$ cat config.mk
export PLATFORM = sky130hd
export DESIGN_NAME = ttp229_scan_ctrl
export DESIGN_NICKNAME = d
export VERILOG_FILES = /design/src/rtl/keypad_pkg.sv /design/src/rtl/keypad_prio_enc.sv /design/src/rtl/ttp229_scan_ctrl.sv
export SDC_FILE = /design/constraint.sdc
export NUM_CORES = 1
export LEC_CHECK = 0
export ABC_AREA = 0
export CORE_ASPECT_RATIO = 0.5
export CORE_MARGIN = 5
export CORE_UTILIZATION = 59
export DETAILED_ROUTE_END_ITERATION = 16
export GPL_TIMING_DRIVEN = 0
export PLACE_DENSITY = 0.9
export SKIP_LAST_GASP = 1
export SLEW_MARGIN = 10
export SYNTH_ARGS = -nofsm -noshare
export SYNTH_HDL_FRONTEND = slang
export SYNTH_HIERARCHICAL = 1
export SYNTH_SLANG_ARGS = --single-unit
$ cat constraint.sdc
create_clock -name CLOCK_1M -period 3.5 [get_ports CLOCK_1M]
set_input_delay 0.7 -clock CLOCK_1M [delete_from_list [all_inputs] [get_ports CLOCK_1M]]
set_output_delay 0.7 -clock CLOCK_1M [all_outputs]
set_load 0.005 [all_outputs]
$ cat src/rtl/keypad_pkg.sv
// Shared definitions for the TTP229 keypad scanner and its display-side users:
// scan FSM states, default two-wire timing, and the phase-counter sizing helper.
package keypad_pkg;

  typedef enum logic [2:0] {
    IDLE     = 3'd0,
    WAIT_DV  = 3'd1,
    WAIT_TW  = 3'd2,
    CLK_LOW  = 3'd3,
    CLK_HIGH = 3'd4,
    GAP      = 3'd5
  } scan_state_t;

  localparam int DEF_T_DV   = 93;
  localparam int DEF_T_TW   = 10;
  localparam int DEF_T_HALF = 250;
  localparam int DEF_T_GAP  = 2000;

  // Width of a counter that must reach (longest phase - 1).
  function automatic int phase_cnt_width(input int t_gap, input int t_half,
                                         input int t_dv, input int t_tw);
    int m;
    m = t_gap;
    if (t_half > m) m = t_half;
    if (t_dv > m)   m = t_dv;
    if (t_tw > m)   m = t_tw;
    if (m < 2)      m = 2;
    return $clog2(m);
  endfunction

endpackage

$ cat src/rtl/keypad_prio_enc.sv
// Lowest-index priority encoder: o_idx is the smallest i with i_vec[i] set,
// o_any flags that at least one bit is set. o_idx is 0 when nothing is set.
module keypad_prio_enc #(
  parameter int N  = 16,
  parameter int IW = (N > 1) ? $clog2(N) : 1
) (
  input  logic [N-1:0]  i_vec,
  output logic [IW-1:0] o_idx,
  output logic          o_any
);

  // Scan from the top down so the lowest set index is written last and wins.
  always_comb begin
    o_idx = {IW{1'b0}};
    o_any = 1'b0;
    for (int i = N - 1; i >= 0; i--) begin
      if (i_vec[i]) begin
        o_idx = IW'(i);
        o_any = 1'b1;
      end else begin
        o_any = o_any;
      end
    end
  end

endmodule

$ cat src/rtl/ttp229_scan_ctrl.sv
// TTP229-BSF two-wire scanner: drives SCL, samples SDO once per key, debounces
// whole frames and reports the lowest newly pressed key as a one-cycle event.
module ttp229_scan_ctrl
  import keypad_pkg::*;
#(
  parameter int N_KEYS     = 16,
  parameter int T_DV       = DEF_T_DV,
  parameter int T_TW       = DEF_T_TW,
  parameter int T_HALF     = DEF_T_HALF,
  parameter int T_GAP      = DEF_T_GAP,
  parameter int ACTIVE_LOW = 1,
  parameter int DEB_FRAMES = 2
) (
  input  logic              CLOCK_1M,
  input  logic              resetn,
  input  logic              scan_en_i,
  input  logic              sdo_i,
  output logic              scl_o,
  output logic [N_KEYS-1:0] key_o,
  output logic              key_any_o,
  output logic              key_valid_o,
  output logic [3:0]        key_idx_o,
  output logic              frame_done_o
);

  localparam int CW = phase_cnt_width(T_GAP, T_HALF, T_DV, T_TW);
  localparam int BW = $clog2(N_KEYS);

  localparam logic [CW-1:0] L_CNT_ZERO = {CW{1'b0}};
  localparam logic [CW-1:0] L_CNT_ONE  = CW'(1);
  localparam logic [CW-1:0] L_END_DV   = CW'(T_DV - 1);
  localparam logic [CW-1:0] L_END_TW   = CW'(T_TW - 1);
  localparam logic [CW-1:0] L_END_HALF = CW'(T_HALF - 1);
  localparam logic [CW-1:0] L_END_GAP  = CW'(T_GAP - 1);
  localparam logic [BW-1:0] L_BIT_ZERO = {BW{1'b0}};
  localparam logic [BW-1:0] L_BIT_LAST = BW'(N_KEYS - 1);
  localparam logic          L_INVERT   = (ACTIVE_LOW != 0) ? 1'b1 : 1'b0;
  localparam logic [2:0]    L_DEB      = 3'(DEB_FRAMES);

  scan_state_t       r_state;
  scan_state_t       w_state_nxt;
  logic [CW-1:0]     r_cnt;
  logic [CW-1:0]     w_cnt_nxt;
  logic [BW-1:0]     r_bit;
  logic [BW-1:0]     w_bit_nxt;
  logic              w_sample;
  logic              w_done_nxt;
  logic              w_scl_nxt;
  logic              w_raw_bit;

  logic              r_scl;
  logic              r_done;
  logic [N_KEYS-1:0] r_raw;
  logic [N_KEYS-1:0] r_last_raw;
  logic [2:0]        r_match;
  logic [2:0]        w_match_nxt;
  logic              w_load;
  logic [N_KEYS-1:0] w_new;
  logic [BW-1:0]     w_enc_idx;
  logic              w_enc_any;
  logic [N_KEYS-1:0] r_key;
  logic              r_any;
  logic              r_valid;
  logic [3:0]        r_idx;

  // A pressed key always ends up as raw bit 1 regardless of SDO polarity.
  assign w_raw_bit = sdo_i ^ L_INVERT;

  // Scan sequencing: each phase holds for its parameter count, then advances.
  always_comb begin
    w_state_nxt = r_state;
    w_cnt_nxt   = r_cnt + L_CNT_ONE;
    w_bit_nxt   = r_bit;
    w_sample    = 1'b0;
    w_done_nxt  = 1'b0;
    case (r_state)
      IDLE: begin
        w_cnt_nxt = L_CNT_ZERO;
        if (scan_en_i) w_state_nxt = WAIT_DV;
        else           w_state_nxt = IDLE;
      end
      WAIT_DV: begin
        if (r_cnt == L_END_DV) begin
          w_state_nxt = WAIT_TW;
          w_cnt_nxt   = L_CNT_ZERO;
        end else begin
          w_state_nxt = WAIT_DV;
        end
      end
      WAIT_TW: begin
        if (r_cnt == L_END_TW) begin
          w_state_nxt = CLK_LOW;
          w_cnt_nxt   = L_CNT_ZERO;
        end else begin
          w_state_nxt = WAIT_TW;
        end
      end
      CLK_LOW: begin
        if (r_cnt == L_END_HALF) begin
          w_state_nxt = CLK_HIGH;
          w_cnt_nxt   = L_CNT_ZERO;
        end else begin
          w_state_nxt = CLK_LOW;
        end
      end
      CLK_HIGH: begin
        if (r_cnt == L_END_HALF) begin
          w_sample  = 1'b1;
          w_cnt_nxt = L_CNT_ZERO;
          if (r_bit == L_BIT_LAST) begin
            w_state_nxt = GAP;
            w_bit_nxt   = L_BIT_ZERO;
            w_done_nxt  = 1'b1;
          end else begin
            w_state_nxt = CLK_LOW;
            w_bit_nxt   = r_bit + BW'(1);
          end
        end else begin
          w_state_nxt = CLK_HIGH;
        end
      end
      GAP: begin
        if (r_cnt == L_END_GAP) begin
          w_cnt_nxt = L_CNT_ZERO;
          if (scan_en_i) w_state_nxt = WAIT_DV;
          else           w_state_nxt = IDLE;
        end else begin
          w_state_nxt = GAP;
        end
      end
      default: begin
        w_state_nxt = IDLE;
        w_cnt_nxt   = L_CNT_ZERO;
        w_bit_nxt   = L_BIT_ZERO;
      end
    endcase
    if (w_state_nxt == CLK_LOW) w_scl_nxt = 1'b0;
    else                        w_scl_nxt = 1'b1;
  end

  // Scan state, counters, SCL and raw frame capture; reset aborts a frame at once.
  always_ff @(posedge CLOCK_1M or posedge resetn) begin
    if (resetn) begin
      r_state <= IDLE;
      r_cnt   <= L_CNT_ZERO;
      r_bit   <= L_BIT_ZERO;
      r_scl   <= 1'b1;
      r_done  <= 1'b0;
      r_raw   <= {N_KEYS{1'b0}};
    end else begin
      r_state <= w_state_nxt;
      r_cnt   <= w_cnt_nxt;
      r_bit   <= w_bit_nxt;
      r_scl   <= w_scl_nxt;
      r_done  <= w_done_nxt;
      if (w_sample) r_raw[r_bit] <= w_raw_bit;
    end
  end

  // Only keys that are pressed now but were not in the reported vector count as new.
  assign w_new = r_raw & ~r_key;

  keypad_prio_enc #(.N(N_KEYS)) u_prio_enc (
    .i_vec (w_new),
    .o_idx (w_enc_idx),
    .o_any (w_enc_any)
  );

  // Frame-match counting and the decision to publish the new raw frame.
  always_comb begin
    w_match_nxt = r_match;
    w_load      = 1'b0;
    if (r_raw == r_last_raw) begin
      if (r_match == 3'd7) w_match_nxt = 3'd7;
      else                 w_match_nxt = r_match + 3'd1;
    end else begin
      w_match_nxt = 3'd1;
    end
    if (r_done && (w_match_nxt >= L_DEB) && (r_raw != r_key)) w_load = 1'b1;
    else                                                     w_load = 1'b0;
  end

  // Debounce history plus registered key vector and press event, one cycle after frame end.
  always_ff @(posedge CLOCK_1M or posedge resetn) begin
    if (resetn) begin
      r_last_raw <= {N_KEYS{1'b0}};
      r_match    <= 3'd0;
      r_key      <= {N_KEYS{1'b0}};
      r_any      <= 1'b0;
      r_valid    <= 1'b0;
      r_idx      <= 4'd0;
    end else begin
      r_valid <= 1'b0;
      if (r_done) begin
        r_last_raw <= r_raw;
        r_match    <= w_match_nxt;
      end
      if (w_load) begin
        r_key <= r_raw;
        r_any <= |r_raw;
        if (w_enc_any) begin
          r_valid <= 1'b1;
          r_idx   <= 4'(w_enc_idx);
        end
      end
    end
  end

  assign scl_o        = r_scl;
  assign frame_done_o = r_done;
  assign key_o        = r_key;
  assign key_any_o    = r_any;
  assign key_valid_o  = r_valid;
  assign key_idx_o    = r_idx;

endmodule

==> run summary, run 1 <==
setup violators final: 0
Max stage delay on crit path: 0.49 ns
hpwl dp: 6.55 mm
CTS tree: done
CP Capture Type: flop
Synth Net Count: 420
Avg WL per Cell: 17.4 microns
post-layout min period: 2.65 ns
vias: 3070
GR peak layer: met2
row count: 21
clk_lat worst skew: 0.33 ns
Post-Syn Area: 4170 sq um
drt via density: 5.81
# DRC: 0
sequential share of the synthesized area: 46.2%
# diodes: 0
grt met2 use: 35.8%
Synth cell types: 53
CTS buffer count: 9
clock root cell: clkbuf_16
setup TNS: 0 ns
total die area: 8950 sq um
number of max-cap violations: 0
clock skew: 0.00487 ns
Syn Inst Count: 392
cts hold-fix bufs: 0
crit path max fanout: 10
Final Hold Fails: 0
Core Region: 6780 sq um
grt met3 use: 6.54%
CTS Buffer Depth: 2
Placed Area: 4580 sq um
starting DRC count in detailed routing: 232
CP max stage cell: nor4_1
type of the worst min-delay path: flop to flop
Yosys warnings: 6
fillers: 472
Primary FF master, synth: dfrtp_1
max_slew headroom: 61.7%
initial core utilization: 61.5%
startpoint types: flop
port bufs: 27
initial antenna violation count: 0
Synth Area per Inst: 10.6 sq um
gpl congestion: 0.834
WP data arrival: 2.87 ns
CTS Sinks: 77
clock transition at the registers of the reported paths: 0.06 ns
Layout area overhead: 16.7%
Final period util: 75.7%
Nets: 459
Post-synth ARST share: 100%
Die X: 129 microns
number of post-CTS setup repair buffers: 0
DR pass1 iterations: 4
top-level port count: 28
total power divided by cell area: 375 nW/um^2
Die Ht: 69.4 microns
H-tree levels: 3
worst-path cell chain: ha_1 -> nand4_1 -> nor4_1 -> nor2_1 -> nand3_2 -> buf_2 -> mux2_2
vias in the first global route: 3046
Leak Pwr: 2.13 nW
synthesized flop and latch total: 77
fin area: 4860 sq um
global-route track usage on met1: 29.4%
total grt overflow: 0
largest net degree at the start of global routing: 43
Resized Gates After CTS: 0
RSZ-0062 raised after global routing: false
WP buf/inv: 1
EDFF count, synth: 0
fin. max-slew vios: 0
status: complete, no violations
Top delay family on crit path: simple AND/OR/NAND/NOR gates
FMAX: 377 MHz
fraction of layout cells with a size suffix above 1: 15.4%
antenna viol nets, final: 0
VDD IR max: 296 uV
final WL: 9.21 mm
total track usage: 22.1%
worst slew pin tran: 0.574 ns
Req. time, crit path: 3.72 ns
WS Path Type: flop to flop
first-pass GRT wire length: 15.7 mm
==> layout by cell type, fill, tap and decap left out, types with 3 or more instances in the layout <==
master | synthesis | routed
nor4_1 | 7 | 7
nand2_1 | 28 | 28
xor2_1 | 6 | 6
ha_1 | 24 | 24
nor2b_1 | 3 | 3
o21ai_0 | 15 | 15
mux2_2 | 31 | 31
nor2_1 | 27 | 27
a21oi_1 | 10 | 10
nor3_1 | 7 | 7
inv_1 | 35 | 34
o31ai_1 | 5 | 5
buf_2 | 3 | 3
nor3b_1 | 3 | 3
clkdlybuf4s50_1 | 0 | 27
nor3b_2 | 3 | 3
clkbuf_1 | 6 | 10
dfrtp_1 | 76 | 76
nand3_1 | 13 | 13
nand4_1 | 18 | 18
buf_6 | 3 | 3
clkbuf_16 | 0 | 9
xnor2_1 | 19 | 19
mux2i_1 | 12 | 12
==> cells in the mapped netlist (all sizes together), types with 2 or more instances <==
master   n  share of area (%)
nor4    10                2.2
and3     2               0.30
o31ai    5               0.90
mux2i   12                2.9
clkbuf   6               0.54
nor2    27                2.4
inv     35                3.2
nand2b   3               0.51
mux2    31                8.4
o21ai   15                1.8
o22ai    2               0.30
or3      2               0.42
buf      6                1.2
a31oi    2               0.30
xnor2   19                4.0
nand3b   2               0.36
nand2   28                2.5
or4      2               0.36
nor3b    6                1.4
nand3   14                1.8
xor2     6                1.3
nor3     8                1.1
nand4   18                2.7
a21oi   10                1.2
dfrtp   76                 46
ha      24                7.2
nor2b    3               0.45
==> metrics by stage <==
stage / utilization [%] / instances / power (mW) / setup slack [ns] / hold slack [ns]
2_1_floorplan: - / 392 / 0.924 / 0.835 / 0.474
3_5_place_dp: 67.5 / 512 / 0.938 / 0.895 / 0.497
3_3_place_gp: 67.2 / 511 / 0.934 / -0.332 / 0.486
5_1_grt: 71.7 / 528 / 1.88 / 0.649 / 0.533
6_report: 71.7 / 528 / 1.82 / 0.851 / 0.505
4_1_cts: 71.7 / 528 / 1.83 / 0.859 / 0.510
==> sequential cells by signal (all words and copies together) (netlist names) <==
name / flops
scl_o: 1
key_any_o: 1
key_valid_o: 1
r_bit: 4
r_match: 3
frame_done_o: 1
r_raw: 16
r_state: 3
r_cnt: 11
key_idx_o: 4
r_last_raw: 16
key_o: 16
==> layout make-up <==
class	instances	area [sq um]	area share, %
inverter	35	134	2.75
tap	92	115	2.37
multi-input combinational	268	2040	41.9
sequential	77	1930	39.6
clock buffer	13	240	4.94
timing repair buffer	28	290	5.97
clock inverter	3	46.3	0.952
buffer	12	71.3	1.47
==> kinds of logic (layout without fill, tap and decap cells) <==
family | after synthesis | count (layout) | synth area share, %
flops | 77 | 77 | 46.2
buf+inv | 47 | 91 | 4.86
xor+xnor | 25 | 25 | 5.25
simple gates | 130 | 130 | 17.9
fa+ha+maj | 24 | 24 | 7.20
compound gates | 46 | 46 | 7.26
mux | 43 | 43 | 11.3
==> final timing paths <==
path,start,endpoint,slack [ns],cells past startpoint
max,r_raw[5],key_any_o,0.85,7
min,key_idx_o[0],key_idx_o[0],0.50,1
max reg2reg,r_raw[5],key_any_o,0.85,7
min reg2reg,key_idx_o[0],key_idx_o[0],0.50,1
max in group asynchronous,resetn,scl_o,2.12,3
min in group asynchronous,resetn,key_any_o,0.73,2
==> worst register-to-register path, cell delays in order (launching register included) <==
cell,delay [ns]
dfrtp_1,0.48
ha_1,0.34
nand4_1,0.13
nor4_1,0.49
nor2_1,0.14
nand3_2,0.24
buf_2,0.35
mux2_2,0.38
==> where the power goes <==
group	internal (mW)	switching (mW)	leakage, nW
logic	0.00710	0.0218	1.03
registers	0.891	0.00131	0.972
clock network	0.554	0.347	0.134
==> metal layers <==
layer	routed length, microns	vias to the layer above
met5	0	-
met1	4100	1522
met4	110	0
li1	-	1462
met3	454	12
met2	4540	74
Note: power is estimated with default switching activity, not from simulation.
==> run 2: changes to the inputs <==
==> constraint.sdc (replaced) <==
create_clock -name CLOCK_1M -period 2.7 [get_ports CLOCK_1M]
set_input_delay 0.54 -clock CLOCK_1M [delete_from_list [all_inputs] [get_ports CLOCK_1M]]
set_output_delay 0.54 -clock CLOCK_1M [all_outputs]
set_load 0.005 [all_outputs]
==> run 2 against run 1 <==
First-iteration DRC count is 1.3% lower. Count of clock-buffer cells in the layout stayed put. Non-clock buffer count stayed put. Final cell count stayed put. Critical path type unchanged. Largest cell class unchanged.
==> run summary, run 2 (synthesized netlist as in run 1, its figures left out) <==
status: complete, no violations
clock skew: 0.00554 ns
total power divided by cell area: 485 nW/um^2
most frequent cells in the layout: 76 x dfrtp_1, 34 x inv_1, 31 x mux2_2
post-layout min period: 2.53 ns
Endpoint, Worst Hold: key_idx_o[0]
Max stage delay on crit path: 0.48 ns
type of the worst min-delay path: flop to flop
leading cell type in the layout, fill and taps excluded: dfrtp_1
total die area: 8950 sq um
vias: 3085
hpwl dp: 6.55 mm
CP max stage cell: dfrtp_1
drt via density: 5.84
fin. max-slew vios: 0
CP Capture Type: flop
worst slew pin tran: 0.576 ns
FF-to-FF setup slack: 0.17 ns
Avg WL per Cell: 17.4 microns
max_slew headroom: 61.6%
worst reg2reg path depth: 7
startpoint types: flop
number of post-CTS setup repair buffers: 0
fillers: 473
Req. time, crit path: 2.92 ns
Nets: 459
crit path max fanout: 10
Core Region: 6780 sq um
setup violators final: 0
Final Hold Fails: 0
number of max-cap violations: 0
RR Startpoint: r_raw[5]
clock root cell: clkbuf_16
starting DRC count in detailed routing: 229
FMAX: 395 MHz
Die X: 129 microns
CTS Sinks: 77
total grt overflow: 0
CTS buffer count: 9
Final period util: 93.8%
# DRC: 0
Leak Pwr: 2.13 nW
top-level port count: 28
final WL: 9.18 mm
worst-path cell chain: ha_1 -> nand4_1 -> nor4_2 -> nor2_1 -> nand3_2 -> buf_2 -> mux2_2
row count: 21
hold_sp: key_idx_o[0]
R2R Path End: key_any_o
# diodes: 0
fraction of layout cells with a size suffix above 1: 15.6%
Layout area overhead: 16.8%
antenna viol nets, final: 0
port bufs: 27
CTS tree: done
WS Path Type: flop to flop
initial core utilization: 61.5%
fin util: 71.8%
gpl congestion: 0.834
first-pass GRT wire length: 15.7 mm
DR pass1 iterations: 4
clock transition at the registers of the reported paths: 0.06 ns
setup TNS: 0 ns
CTS Buffer Depth: 2
total track usage: 22.1%
hold depth: 1
VDD IR max: 383 uV
largest net degree at the start of global routing: 43
Die Ht: 69.4 microns
vias in the first global route: 3046
WP data arrival: 2.75 ns
H-tree levels: 3
clk_lat worst skew: 0.33 ns
initial antenna violation count: 0
## run 2: what timing repair did
action,in CTS,in global routing
setup endpoints to repair,0,5
resized for setup,0,1
hold buffers,0,0
## run 2: area by class of cell
type	instances	area (sq um)	area share [%]
Buffer	12	71.3	1.46
Multi-Input combinational cell	268	2040	42.0
Inverter	35	134	2.75
Clock buffer	13	240	4.93
Sequential cell	77	1930	39.6
Timing Repair Buffer	28	290	5.96
Tap cell	92	115	2.36
Clock inverter	3	46.3	0.951
## run 2: critical path, delay by kind of cell (launching register included)
kind | cells | cell delay (ns)
fa+ha+maj | 1 | 0.33
buf+inv | 1 | 0.35
flops | 1 | 0.48
mux | 1 | 0.37
simple gates | 4 | 0.88
## run 2: stage by stage
stage / instance area, sq um / hold WS, ns / instances / total power [mW] / setup WS [ns]
after detailed placement: 4580 / 0.497 / 512 / 1.22 / 0.0951
after global routing: 4870 / 0.533 / 528 / 2.43 / -0.00188
after floorplan: 4170 / 0.474 / 392 / 1.20 / 0.195
final: 4870 / 0.505 / 528 / 2.36 / 0.168
after CTS: 4860 / 0.510 / 528 / 2.38 / 0.0592
after global placement: 4550 / 0.486 / 511 / 1.21 / -0.972
## run 2: worst max path at each step
stage,startpoint,to,slack (ns),cells past startpoint
global placement,resetn,key_idx_o[0],-0.97,2
global route,r_raw[5],key_any_o,-0.002,7
CTS,r_raw[5],key_any_o,0.06,7
floorplan,resetn,frame_done_o,0.19,1
finish,r_raw[5],key_any_o,0.17,7
detailed placement,r_raw[5],key_any_o,0.1,7
## run 2: layer usage
layer / share of wire (%) / track usage [%] / vias up
li1: - / - / 1461
met1: 45 / 29.4 / 1542
met2: 49 / 35.8 / 72
met5: 0 / 0 / -
met4: 1.3 / 5.12 / 0
met3: 4.5 / 6.54 / 10
## run 2: where the power goes
| group | leakage, nW | total (mW) | switching (mW) | internal [mW] |
|---|---|---|---|---|
| Clock | 0.134 | 1.17 | 0.448 | 0.719 |
| Combinational | 1.03 | 0.0372 | 0.0280 | 0.00920 |
| Sequential | 0.972 | 1.16 | 0.00172 | 1.16 |
| Total | 2.13 | 2.36 | 0.478 | 1.88 |
==> run 3: changes to the inputs <==
--- a/config.mk
+++ b/config.mk
@@ -8,12 +8,13 @@
 export ABC_AREA = 0
 export CORE_ASPECT_RATIO = 0.5
 export CORE_MARGIN = 5
-export CORE_UTILIZATION = 59
+export CORE_UTILIZATION = 42
 export DETAILED_ROUTE_END_ITERATION = 16
 export GPL_TIMING_DRIVEN = 0
-export PLACE_DENSITY = 0.9
+export PLACE_DENSITY = 0.7
+export SKIP_CTS_REPAIR_TIMING = 1
 export SKIP_LAST_GASP = 1
-export SLEW_MARGIN = 10
+export SLEW_MARGIN = 30
 export SYNTH_ARGS = -nofsm -noshare
 export SYNTH_HDL_FRONTEND = slang
 export SYNTH_HIERARCHICAL = 1
==> run 3 against run 2 <==
Clock power up 6%. Die area up 36%. Largest power group unchanged. Sequential share of layout area down 0.61 points. Setup slack better by 0.11 ns. Routed wire length down 4.0%. Highest routed layer unchanged.
==> run summary, run 3 (synthesized netlist as in run 1, its figures left out) <==
status: complete, no violations
total power divided by cell area: 493 nW/um^2
max_slew headroom: 63.5%
row count: 25
Req. time, crit path: 2.92 ns
Nets: 459
CP max stage cell: dfrtp_1
H-tree levels: 3
fin util: 51.7%
final worst slack: 0.279 ns
FMAX: 413 MHz
port bufs: 27
Placed Area: 4630 sq um
# DRC: 0
vias in the first global route: 3045
number of max-cap violations: 0
fillers: 850
DR pass1 iterations: 5
startpoint types: flop
WP buf/inv: 1
first-pass GRT wire length: 15.3 mm
Core Region: 9570 sq um
Die Ht: 80.5 microns
Avg WL per Cell: 15.4 microns
worst slack at placement: 0.201 ns
worst slew pin tran: 0.548 ns
leading cell type in the layout, fill and taps excluded: dfrtp_1
CP Capture Type: flop
worst-path cell chain: ha_1 -> nand4_1 -> nor4_2 -> nor2_1 -> nand3_2 -> buf_2 -> mux2_2
WS Path Type: flop to flop
crit path max fanout: 10
WP data arrival: 2.64 ns
total die area: 12100 sq um
clock root cell: clkbuf_16
CTS buffer count: 9
Layout area overhead: 18.6%
type of the worst min-delay path: flop to flop
initial antenna violation count: 0
starting DRC count in detailed routing: 175
clock skew: 0.00982 ns
top-level port count: 28
initial core utilization: 43.6%
total track usage: 16.3%
Die X: 151 microns
Final Hold Fails: 0
most frequent cells in the layout: 76 x dfrtp_1, 34 x inv_1, 31 x mux2_2
largest net degree at the start of global routing: 43
CTS Buffer Depth: 2
VDD IR max: 339 uV
Max stage delay on crit path: 0.47 ns
final WL: 8.82 mm
CTS tree: done
Final period util: 89.7%
# diodes: 0
drt via density: 5.28
fraction of layout cells with a size suffix above 1: 16.5%
vias: 3013
Pwr Total: 2.44 mW
antenna viol nets, final: 0
total grt overflow: 0
setup violators final: 0
hpwl dp: 6.36 mm
CTS Sinks: 77
clock transition at the registers of the reported paths: 0.06 ns
gpl congestion: 0.807
Top delay family on crit path: simple AND/OR/NAND/NOR gates
fin. max-slew vios: 0
RSZ-0062 raised after global routing: false
post-layout min period: 2.42 ns
clk_lat worst skew: 0.34 ns
fin area: 4950 sq um
Leak Pwr: 2.15 nW
-- run 3: cell count changes in the layout (fill, tap and decap cells not counted), sizes merged --
cell	previous run	this run
inv	35	36
clkbuf	19	16
clkinvlp	1	0
clkinv	1	4
-- run 3: final timing paths --
path / from / end / slack (ns) / cells after the start
min in group asynchronous: resetn / key_o[0] / 0.58 / 2
setup reg to reg: r_raw[5] / key_any_o / 0.28 / 7
hold / removal: key_any_o / key_any_o / 0.50 / 1
hold reg to reg: key_any_o / key_any_o / 0.50 / 1
max in group asynchronous: resetn / key_idx_o[1] / 1.54 / 3
setup / recovery: r_raw[5] / key_any_o / 0.28 / 7
-- run 3: area by class of cell --
type	instances	area, sq um	area share (%)
Buffer	12	71.3	1.44
Clock buffer	10	239	4.83
Clock inverter	6	70.1	1.42
Inverter	35	134	2.71
Multi-Input combinational cell	268	2040	41.3
Sequential cell	77	1930	39.0
Tap cell	135	169	3.42
Timing Repair Buffer	28	290	5.87
-- run 3: per-layer routing --
| layer | routed length, microns | track usage, % | part of all wire [%] |
|---|---|---|---|
| met1 | 4210 | 21.4 | 48 |
| met2 | 4020 | 26.5 | 46 |
| met3 | 527 | 4.62 | 6.0 |
| met4 | 55 | 4.61 | 0.62 |
| met5 | 0 | 0 | 0 |
-- run 3: metrics by stage --
step | TNS (ns) | hold slack, ns | instances
2_1_floorplan | 0 | 0.474 | 392
3_3_place_gp | -84.23 | 0.489 | 554
3_5_place_dp | 0 | 0.499 | 555
4_1_cts | 0 | 0.512 | 571
5_1_grt | 0 | 0.526 | 571
6_report | 0 | 0.505 | 571
-- run 3: worst reg2reg max path, delay by kind of cell (launching register included) --
family	cells	cell delay, ns
buffers and inverters	1	0.32
muxes	1	0.37
adders and majority gates	1	0.32
DFF	1	0.47
and+or+nand+nor	4	0.82
-- run 3: power by group --
group / total, mW / switching [mW] / leakage [nW] / internal [mW]
combinational: 0.0378 / 0.0286 / 1.03 / 0.00922
sequential: 1.16 / 0.00195 / 0.972 / 1.15
clock: 1.24 / 0.497 / 0.153 / 0.747
total: 2.44 / 0.527 / 2.15 / 1.91
